### config.mk
export PLATFORM = sky130hd
export DESIGN_NAME = fir_output_decimator
export DESIGN_NICKNAME = d
export VERILOG_FILES = /design/src/rtl/fir_output_decimator.sv
export SDC_FILE = /design/constraint.sdc
export NUM_CORES = 1
export LEC_CHECK = 0
export BUFFER_PORTS_ARGS = -buffer_cell sky130_fd_sc_hd__buf_2
export CAP_MARGIN = 5
export CORE_ASPECT_RATIO = 0.6
export CORE_MARGIN = 5
export CORE_UTILIZATION = 35
export DETAILED_ROUTE_END_ITERATION = 10
export GPL_ROUTABILITY_DRIVEN = 0
export MAX_ROUTING_LAYER = met4
export SETUP_SLACK_MARGIN = 0.15
export SKIP_CTS_REPAIR_TIMING = 1
export SYNTH_ARGS = -nofsm -noshare
export SYNTH_HDL_FRONTEND = slang
export SYNTH_SLANG_ARGS = --single-unit
export TNS_END_PERCENT = 20
### constraint.sdc
create_clock -name clk -period 9.34 [get_ports clk]
set_input_delay 1.401 -clock clk [delete_from_list [all_inputs] [get_ports clk]]
set_output_delay 1.401 -clock clk [all_outputs]
set_load 0.02 [all_outputs]
### src/rtl/fir_output_decimator.sv
// Accumulate-and-dump decimator: sums DECIM valid samples, rounds half-up, saturates to OUT_W, queues in a FIFO.
// Result is visible one edge after the dump sample; a full FIFO without a same-cycle pop drops the result.

module fir_output_decimator_fifo #(
   parameter int W     = 8,
   parameter int DEPTH = 4
) (
   input  logic                         clk,
   input  logic                         reset,
   input  logic                         push_vld,
   input  logic [W-1:0]                 push_dat,
   input  logic                         pop,
   output logic [W-1:0]                 head_dat,
   output logic                         head_vld,
   output logic                         full,
   output logic [$clog2(DEPTH+1)-1:0]   count
);
   localparam int PTR_W = $clog2(DEPTH);
   localparam int CNT_W = $clog2(DEPTH + 1);

   logic [W-1:0]     mem_q [DEPTH];
   logic [W-1:0]     mem_d [DEPTH];
   logic [PTR_W-1:0] wr_ptr_q, wr_ptr_d;
   logic [PTR_W-1:0] rd_ptr_q, rd_ptr_d;
   logic [CNT_W-1:0] cnt_q, cnt_d;
   logic             do_push;
   logic             do_pop;

   assign head_vld = (cnt_q != '0);
   assign full     = (cnt_q == CNT_W'(DEPTH));
   assign head_dat = mem_q[rd_ptr_q];
   assign count    = cnt_q;
   assign do_pop   = pop && head_vld;
   // A pop in the same cycle frees the slot, so a push at full still lands.
   assign do_push  = push_vld && (!full || do_pop);

   always_comb begin
      mem_d    = mem_q;
      wr_ptr_d = wr_ptr_q;
      rd_ptr_d = rd_ptr_q;
      cnt_d    = cnt_q;
      if (do_push) begin
         mem_d[wr_ptr_q] = push_dat;
         wr_ptr_d        = wr_ptr_q + PTR_W'(1);
      end
      if (do_pop) begin
         rd_ptr_d = rd_ptr_q + PTR_W'(1);
      end
      case ({do_push, do_pop})
         2'b10:   cnt_d = cnt_q + CNT_W'(1);
         2'b01:   cnt_d = cnt_q - CNT_W'(1);
         default: cnt_d = cnt_q;
      endcase
   end

   always_ff @(posedge clk or negedge reset) begin
      if (!reset) begin
         for (int i = 0; i < DEPTH; i++) begin
            mem_q[i] <= '0;
         end
         wr_ptr_q <= '0;
         rd_ptr_q <= '0;
         cnt_q    <= '0;
      end else begin
         mem_q    <= mem_d;
         wr_ptr_q <= wr_ptr_d;
         rd_ptr_q <= rd_ptr_d;
         cnt_q    <= cnt_d;
      end
   end
endmodule

module fir_output_decimator #(
   parameter int DECIM      = 4,
   parameter int SHIFT      = 2,
   parameter int OUT_W      = 8,
   parameter int FIFO_DEPTH = 4
) (
   input  logic                                clk,
   input  logic                                reset,
   input  logic signed [15:0]                  y_in,
   input  logic                                in_valid,
   output logic signed [OUT_W-1:0]             out_data,
   output logic                                out_valid,
   input  logic                                out_ready,
   output logic [$clog2(FIFO_DEPTH+1)-1:0]     count,
   output logic                                overflow,
   output logic                                drop
);
   localparam int PH_W  = $clog2(DECIM);
   localparam int ACC_W = 16 + $clog2(DECIM);
   localparam int RND_W = ACC_W + 1;
   localparam logic signed [RND_W-1:0] RND_HALF = RND_W'(2 ** (SHIFT - 1));
   localparam logic signed [RND_W-1:0] SAT_MAX  = RND_W'(2 ** (OUT_W - 1) - 1);
   localparam logic signed [RND_W-1:0] SAT_MIN  = ~SAT_MAX;

   logic [PH_W-1:0]         phase_q, phase_d;
   logic signed [ACC_W-1:0] acc_q, acc_d;
   logic                    overflow_q, overflow_d;
   logic                    drop_q, drop_d;
   logic signed [ACC_W-1:0] sum;
   logic signed [RND_W-1:0] rnd;
   logic signed [RND_W-1:0] shr;
   logic                    sat_hi, sat_lo;
   logic [OUT_W-1:0]        res;
   logic                    dump;
   logic                    pop;
   logic                    fifo_full;
   logic [OUT_W-1:0]        head_dat;

   assign dump = in_valid && (phase_q == PH_W'(DECIM - 1));
   assign pop  = out_valid && out_ready;

   // One extra bit keeps the rounding add from wrapping at the extremes.
   always_comb begin
      sum    = acc_q + {{(ACC_W-16){y_in[15]}}, y_in};
      rnd    = {sum[ACC_W-1], sum} + RND_HALF;
      shr    = rnd >>> SHIFT;
      sat_hi = (shr > SAT_MAX);
      sat_lo = (shr < SAT_MIN);
      if (sat_hi) begin
         res = {1'b0, {(OUT_W-1){1'b1}}};
      end else if (sat_lo) begin
         res = {1'b1, {(OUT_W-1){1'b0}}};
      end else begin
         res = shr[OUT_W-1:0];
      end
   end

   always_comb begin
      phase_d    = phase_q;
      acc_d      = acc_q;
      overflow_d = overflow_q | (dump & (sat_hi | sat_lo));
      drop_d     = dump && fifo_full && !pop;
      if (in_valid) begin
         if (dump) begin
            phase_d = '0;
            acc_d   = '0;
         end else begin
            phase_d = phase_q + PH_W'(1);
            acc_d   = sum;
         end
      end
   end

   always_ff @(posedge clk or negedge reset) begin
      if (!reset) begin
         phase_q    <= '0;
         acc_q      <= '0;
         overflow_q <= 1'b0;
         drop_q     <= 1'b0;
      end else begin
         phase_q    <= phase_d;
         acc_q      <= acc_d;
         overflow_q <= overflow_d;
         drop_q     <= drop_d;
      end
   end

   fir_output_decimator_fifo #(
      .W     (OUT_W),
      .DEPTH (FIFO_DEPTH)
   ) u_fifo (
      .clk      (clk),
      .reset    (reset),
      .push_vld (dump),
      .push_dat (res),
      .pop      (pop),
      .head_dat (head_dat),
      .head_vld (out_valid),
      .full     (fifo_full),
      .count    (count)
   );

   assign out_data = head_dat;
   assign overflow = overflow_q;
   assign drop     = drop_q;
endmodule

==> results of run 1 <==
## worst max-delay path: cells and delay by family
family | cells | cell delay (ns)
buffers and inverters | 3 | 0.37
AND/OR/NAND/NOR | 6 | 1.19
adder cells (fa/ha/maj) | 2 | 0.56
XOR/XNOR | 1 | 0.50
AO/OA/AOI/OAI | 3 | 0.95
## metrics by stage
stage	cells	total power [mW]	area (sq um)	setup WS [ns]
finish	641	2.078	4802	4.574
floorplan	449	1.476	4250	4.850
CTS	641	2.081	4802	4.592
global route	641	2.238	4802	4.306
detailed placement	625	1.738	4511	4.271
global placement	625	1.706	4511	4.305
## worst max path at each step
stage / from / end / slack [ns] / depth (start not counted)
after floorplan: y_in[0] / u_fifo.mem_q[6] / 4.85 / 16
after global placement: y_in[0] / u_fifo.mem_q[17] / 4.30 / 14
after detailed placement: y_in[0] / u_fifo.mem_q[28] / 4.27 / 14
after CTS: y_in[0] / u_fifo.mem_q[26] / 4.59 / 14
after global routing: y_in[0] / u_fifo.mem_q[20] / 4.31 / 14
final: y_in[0] / u_fifo.mem_q[25] / 4.57 / 15
## registers in the layout (all words and copies together) (netlist names)
signal           cells
u_fifo.rd_ptr_q      2
u_fifo.mem_q        32
u_fifo.count         3
phase_q              2
acc_q               18
u_fifo.wr_ptr_q      2
overflow             1
drop                 1
## logic make-up (layout without fill, tap and decap cells)
logic type               Yosys count  in the layout
AND/OR/NAND/NOR                  151            151
AO/OA/AOI/OAI                    111            111
flip-flops                        61             61
buffers and inverters             57             84
XOR/XNOR                          30             30
adder cells (fa/ha/maj)           26             26
multiplexers                      13             13
## routing by layer
layer | global-route usage | wire (um) | vias up
li1 | - | - | 1657
met1 | 0.2298 | 5648 | 1649
met2 | 0.2186 | 4311 | 97
met3 | 0.05488 | 878 | 13
met4 | 0.03665 | 101 | 0
met5 | - | 0 | -
## cells in the final DEF, fill, tap and decap left out, types with 8 or more instances in the layout
cell       count
xnor2_1       18
xor2_1        10
mux4_2         8
a221oi_1       9
clkbuf_16      9
a21oi_1       14
nand2_1       31
ha_1          24
a221oi_2      11
o22ai_1       16
o21ai_0       17
inv_1         33
dfrtp_1       61
a31oi_1       11
nor2_1        68
buf_2         33
## synthesized netlist by cell type (5+ instances only)
cell,count,area share
a21oi_1,14,0.016
buf_2,5,0.0059
nand2_1,31,0.027
ha_1,24,0.071
inv_1,33,0.029
a31oi_1,11,0.016
a21o_1,6,0.011
o21ai_0,17,0.020
o22ai_1,16,0.024
nand3_1,5,0.0059
xor2_1,10,0.021
a221oi_1,9,0.019
xnor2_1,18,0.037
nand4_1,6,0.0088
nor2_1,68,0.060
clkbuf_1,13,0.011
dfrtp_1,61,0.36
mux4_2,8,0.042
nor3_1,5,0.0059
nand2b_1,6,0.0088
a221oi_2,11,0.039
## power by group through the flow
| stage | clock network [mW] | registers (mW) | logic (mW) |
|---|---|---|---|
| 2_1_floorplan | 0 | 0.453 | 1.02 |
| 4_1_cts | 0.337 | 0.487 | 1.26 |
| 5_1_grt | 0.346 | 0.502 | 1.39 |
| 3_3_place_gp | 0 | 0.483 | 1.22 |
| 6_report | 0.330 | 0.486 | 1.26 |
| 3_5_place_dp | 0 | 0.490 | 1.25 |
## cell type report
cell class / count / share of cell area
multi-input cells: 331 / 0.5151
inverters: 33 / 0.02579
clock buffers: 9 / 0.04690
flip-flops and latches: 61 / 0.3179
well taps: 165 / 0.04299
clock inverters: 7 / 0.01381
repair buffers: 35 / 0.03752
==> flow_summary.toml, run 1 <==
[floorplan]
ios = 34
floorplan.initialDensity = 0.3546
rows = 31
die_w_um = 152.3
core_sq_um = 11990
dieHeight_um = 95.36
dieArea_sq_um = 14520

[clocking]
cts_sinks = 61
numCtsBuffers = 9
clk_latency_ns = 0.33
cts_root_buffer = "clkbuf_16"
clock_path_buffers = 2
cts_max_level = 3
cts_tree = "done"
clk_pin_slew_worst_paths_ns = 0.05

[timing]
worst_pin_slew_ns = 0.9956
tns_ns = 0
fmax_ghz = 0.2098
setup-violations-final = 0
hold_violations = 0
clock_skew_ns = 0.005695
fin_crit_ns = 4.766
rsz0062_at_grt = "false"
min_period_over_period = 0.5103
maxSlewHeadroom = 0.3359
drv_slew = 0
hold_ws_ns = 0.4780

[drt]
wl_per_cell_um = 17.07
drt_iter0_drc = 227
vias = 3416
first_pass_iters = 5
vias_per_cell = 5.329
drtAntennaViolNets = 0
finalWirelength_um = 10940
drc = 0

[worst_setup_path]
crit_type = "primary input to flop"
crit_slowest_cell = "xor2_1"
cp.arrival_ns = 4.98
worstPathRequired_ns = 9.56
worstPathCellList = "buf_2 > ha_1 > inv_1 > fa_1 > nand2b_1 > a211oi_1 > nor2_2 > xor2_1 > nor4_4 > nor4_1 > a221o_1 > nor4b_4 > nor2_1 > buf_4 > a221oi_1"
reg2reg_depth = 14
crit_fanout = 20
ff2ff_setup_slack_ns = 5.36
critPathMaxStageDelay_ns = 0.50
crit_path_start_kind = "primary input"
crit_path_end_kind = "flop"
r2r_end = "u_fifo.mem_q[25]"
r2r-start = "acc_q[0]"

[run_status]
status = "finished, final reports clean"

[logic_synthesis]
netlist_area_sq_um = 4250
synth_flop_cell = "dfrtp_1"
yosysWarningCount = 0
synth-compound-area-share = 0.1996
synth-seq-area-share = 0.3591
synthSimpleGateAreaFrac = 0.1819
synth.avg_cell_area_sq_um = 9.466
synth_edf_count = 0
synthAdderAreaFrac = 0.08007
syn_inst = 449
async_flop_share = 1.000
synth_top_family_by_area = "compound AO/OA/AOI/OAI gates"
synth_nets = 495
synth-xor-area-share = 0.06535
synthMuxAreaShare = 0.05505
synth.distinct_cells = 63
ys_seq_elements = 61

[min_path]
hp-class = "flop to flop"
holdPathEnd = "phase_q[0]"
worstHoldStart = "phase_q[0]"
min_path_cells = 1

[global_routing]
grt_usage = 0.1610
antenna_found_initial = 0
grt_overflow = 0
grt_max_degree = 62
grt_pass1_wl_um = 17880
grt_pass1_vias = 3336

[cells_and_area]
drive_gt1_frac = 0.1933
syn_to_final_growth_pct = 12.98
seq_area_sq_um = 1526
diodes = 0
fill_cells = 1175
finish.utilization = 0.4007
multiInputGateArea_sq_um = 2474
finalNetCount = 517

[pwr]
combPwrFrac = 0.607
power_frac_clock = 0.159
switchingPower_mw = 1.008
p_leak_nw = 2.079
switching_share = 0.4850
seqPwrFrac = 0.234
ir_worst_vdd_v = 0.0001646
p_int_mw = 1.070
power_density_nw_per_um2 = 432.7

[placed_design]
dp_hpwl_um = 7989
numPortBuffers = 33

[job]
maxCapViolCount = 0
Power figures use the tool's default switching activity.
==> inputs of run 2 (changes only) <==
==> constraint.sdc (replaced) <==
create_clock -name clk -period 4.6 [get_ports clk]
set_input_delay 0.69 -clock clk [delete_from_list [all_inputs] [get_ports clk]]
set_output_delay 0.69 -clock clk [all_outputs]
set_load 0.02 [all_outputs]
==> flow_summary.toml, run 2 (same netlist as run 1, synthesis figures left out) <==
[global_routing]
grt_pass1_vias = 3342
antenna_found_initial = 0
grt_overflow = 0
grt_max_degree = 62
grt_pass1_wl_um = 17550
grt_usage = 0.1562

[job]
maxCapViolCount = 0

[floorplan]
core_sq_um = 11990
floorplan.initialDensity = 0.3546
die_w_um = 152.3
dieArea_sq_um = 14520
rows = 31
ios = 34
dieHeight_um = 95.36

[min_path]
min_path_cells = 2
hp-class = "flop to flop"

[clocking]
clock_path_buffers = 2
clk_latency_ns = 0.33
clk_pin_slew_worst_paths_ns = 0.05
numCtsBuffers = 9
cts_max_level = 3
cts_root_buffer = "clkbuf_16"
cts_tree = "done"
cts_sinks = 61

[cells_and_area]
multiInputGateArea_sq_um = 2474
final_common_cell = "nor2_1"
fill_cells = 1179
instances_no_fill = 646
mostFrequentLayoutCells = "nor2_1, dfrtp_1, inv_1, buf_2, nand2_1"
syn_to_final_growth_pct = 13.60
finalNetCount = 522
diodes = 0
largest_reg_flops = 32
drive_gt1_frac = 0.2017
finish.utilization = 0.4029
seq_area_sq_um = 1526
largest-register = "u_fifo.mem_q"

[worst_setup_path]
crit_fanout = 4
worstPathRequired_ns = 4.77
crit_path_end_kind = "flop"
crit_type = "primary input to flop"
crit_path_start_kind = "primary input"
reg2reg_depth = 13
cp.arrival_ns = 4.18

[pwr]
p_leak_nw = 2.090
switchingPower_mw = 2.006
p_int_mw = 2.181
power_frac_clock = 0.145
power_density_nw_per_um2 = 867.1
combPwrFrac = 0.621
seqPwrFrac = 0.235
ir_worst_vdd_v = 0.0002687
switching_share = 0.4790

[timing]
min_period_over_period = 0.8719
worst_pin_slew_ns = 1.021
rsz0062_at_grt = "false"
clock_skew_ns = 0.005840
drv_slew = 0
hold_ws_ns = 0.4836
setup-violations-final = 0
hold_violations = 0
maxSlewHeadroom = 0.3191
fmax_ghz = 0.2493
fin_crit_ns = 4.011
tns_ns = 0

[placed_design]
dp_hpwl_um = 7736
numPortBuffers = 33
placed_cells = 630

[run_status]
status = "finished, final reports clean"

[drt]
first_pass_iters = 5
vias = 3435
drc = 0
finalWirelength_um = 10450
drtAntennaViolNets = 0
vias_per_cell = 5.317
drt_iter0_drc = 264
wl_per_cell_um = 16.17
==> run 2: cell types whose count changed in the layout (fill, tap and decap cells not counted) <==
cell,before,now
buf_12,0,1
buf_4,2,6
bufinv_16,1,0
clkinv_4,1,0
clkinvlp_4,1,3
==> run 2: layout make-up <==
class	count	area share
Multi-Input combinational cell	331	0.5123
Sequential cell	61	0.3161
Timing Repair Buffer	40	0.04768
Clock buffer	9	0.04664
Tap cell	165	0.04276
Inverter	33	0.02565
Clock inverter	7	0.008811
==> run 2: final timing paths <==
| check | from | endpoint | slack [ns] |
|---|---|---|---|
| worst max-delay path | y_in[0] | u_fifo.mem_q[4] | 0.59 |
| worst min-delay path | u_fifo.mem_q[15] | u_fifo.mem_q[15] | 0.48 |
| worst max register to register | acc_q[0] | u_fifo.mem_q[4] | 0.68 |
| worst min register to register | u_fifo.mem_q[15] | u_fifo.mem_q[15] | 0.48 |
| max in group asynchronous | reset | u_fifo.count[2] | 3.54 |
| min in group asynchronous | reset | acc_q[3] | 0.51 |
==> run 2: through the flow <==
step	setup slack, ns	area [sq um]	power, mW
2_1_floorplan	0.8214	4250	2.997
3_3_place_gp	0.4136	4561	3.540
3_5_place_dp	0.2897	4561	3.584
4_1_cts	0.6293	4828	4.206
5_1_grt	0.2838	4828	4.549
6_report	0.5891	4828	4.187
==> run 2: critical path, stage by stage <==
cell	delay, ns
buf_2	0.08
ha_1	0.18
inv_1	0.06
fa_1	0.41
nand2b_1	0.18
a211oi_1	0.52
o21ba_2	0.28
nor3_1	0.05
nand4bb_2	0.35
or2_2	0.34
a221o_1	0.32
nor4b_4	0.15
o21ai_0	0.42
a31oi_1	0.14
==> run 2: power by group through the flow <==
stage                     Sequential [mW]  Clock, mW  Combinational [mW]
after global placement              0.982          0                2.56
after floorplan                     0.920          0                2.08
final                               0.982      0.606                2.60
after detailed placement            0.993          0                2.59
after global routing                 1.02      0.643                2.88
after CTS                           0.986      0.618                2.60
==> run 2: layer usage <==
layer | track usage | routed length (um) | part of all wire | up-vias
li1 | - | - | - | 1671
met1 | 0.2357 | 5462 | 0.52 | 1644
met2 | 0.2053 | 4165 | 0.40 | 108
met3 | 0.04354 | 712 | 0.068 | 12
met4 | 0.03141 | 106 | 0.010 | 0
met5 | - | 0 | 0 | -
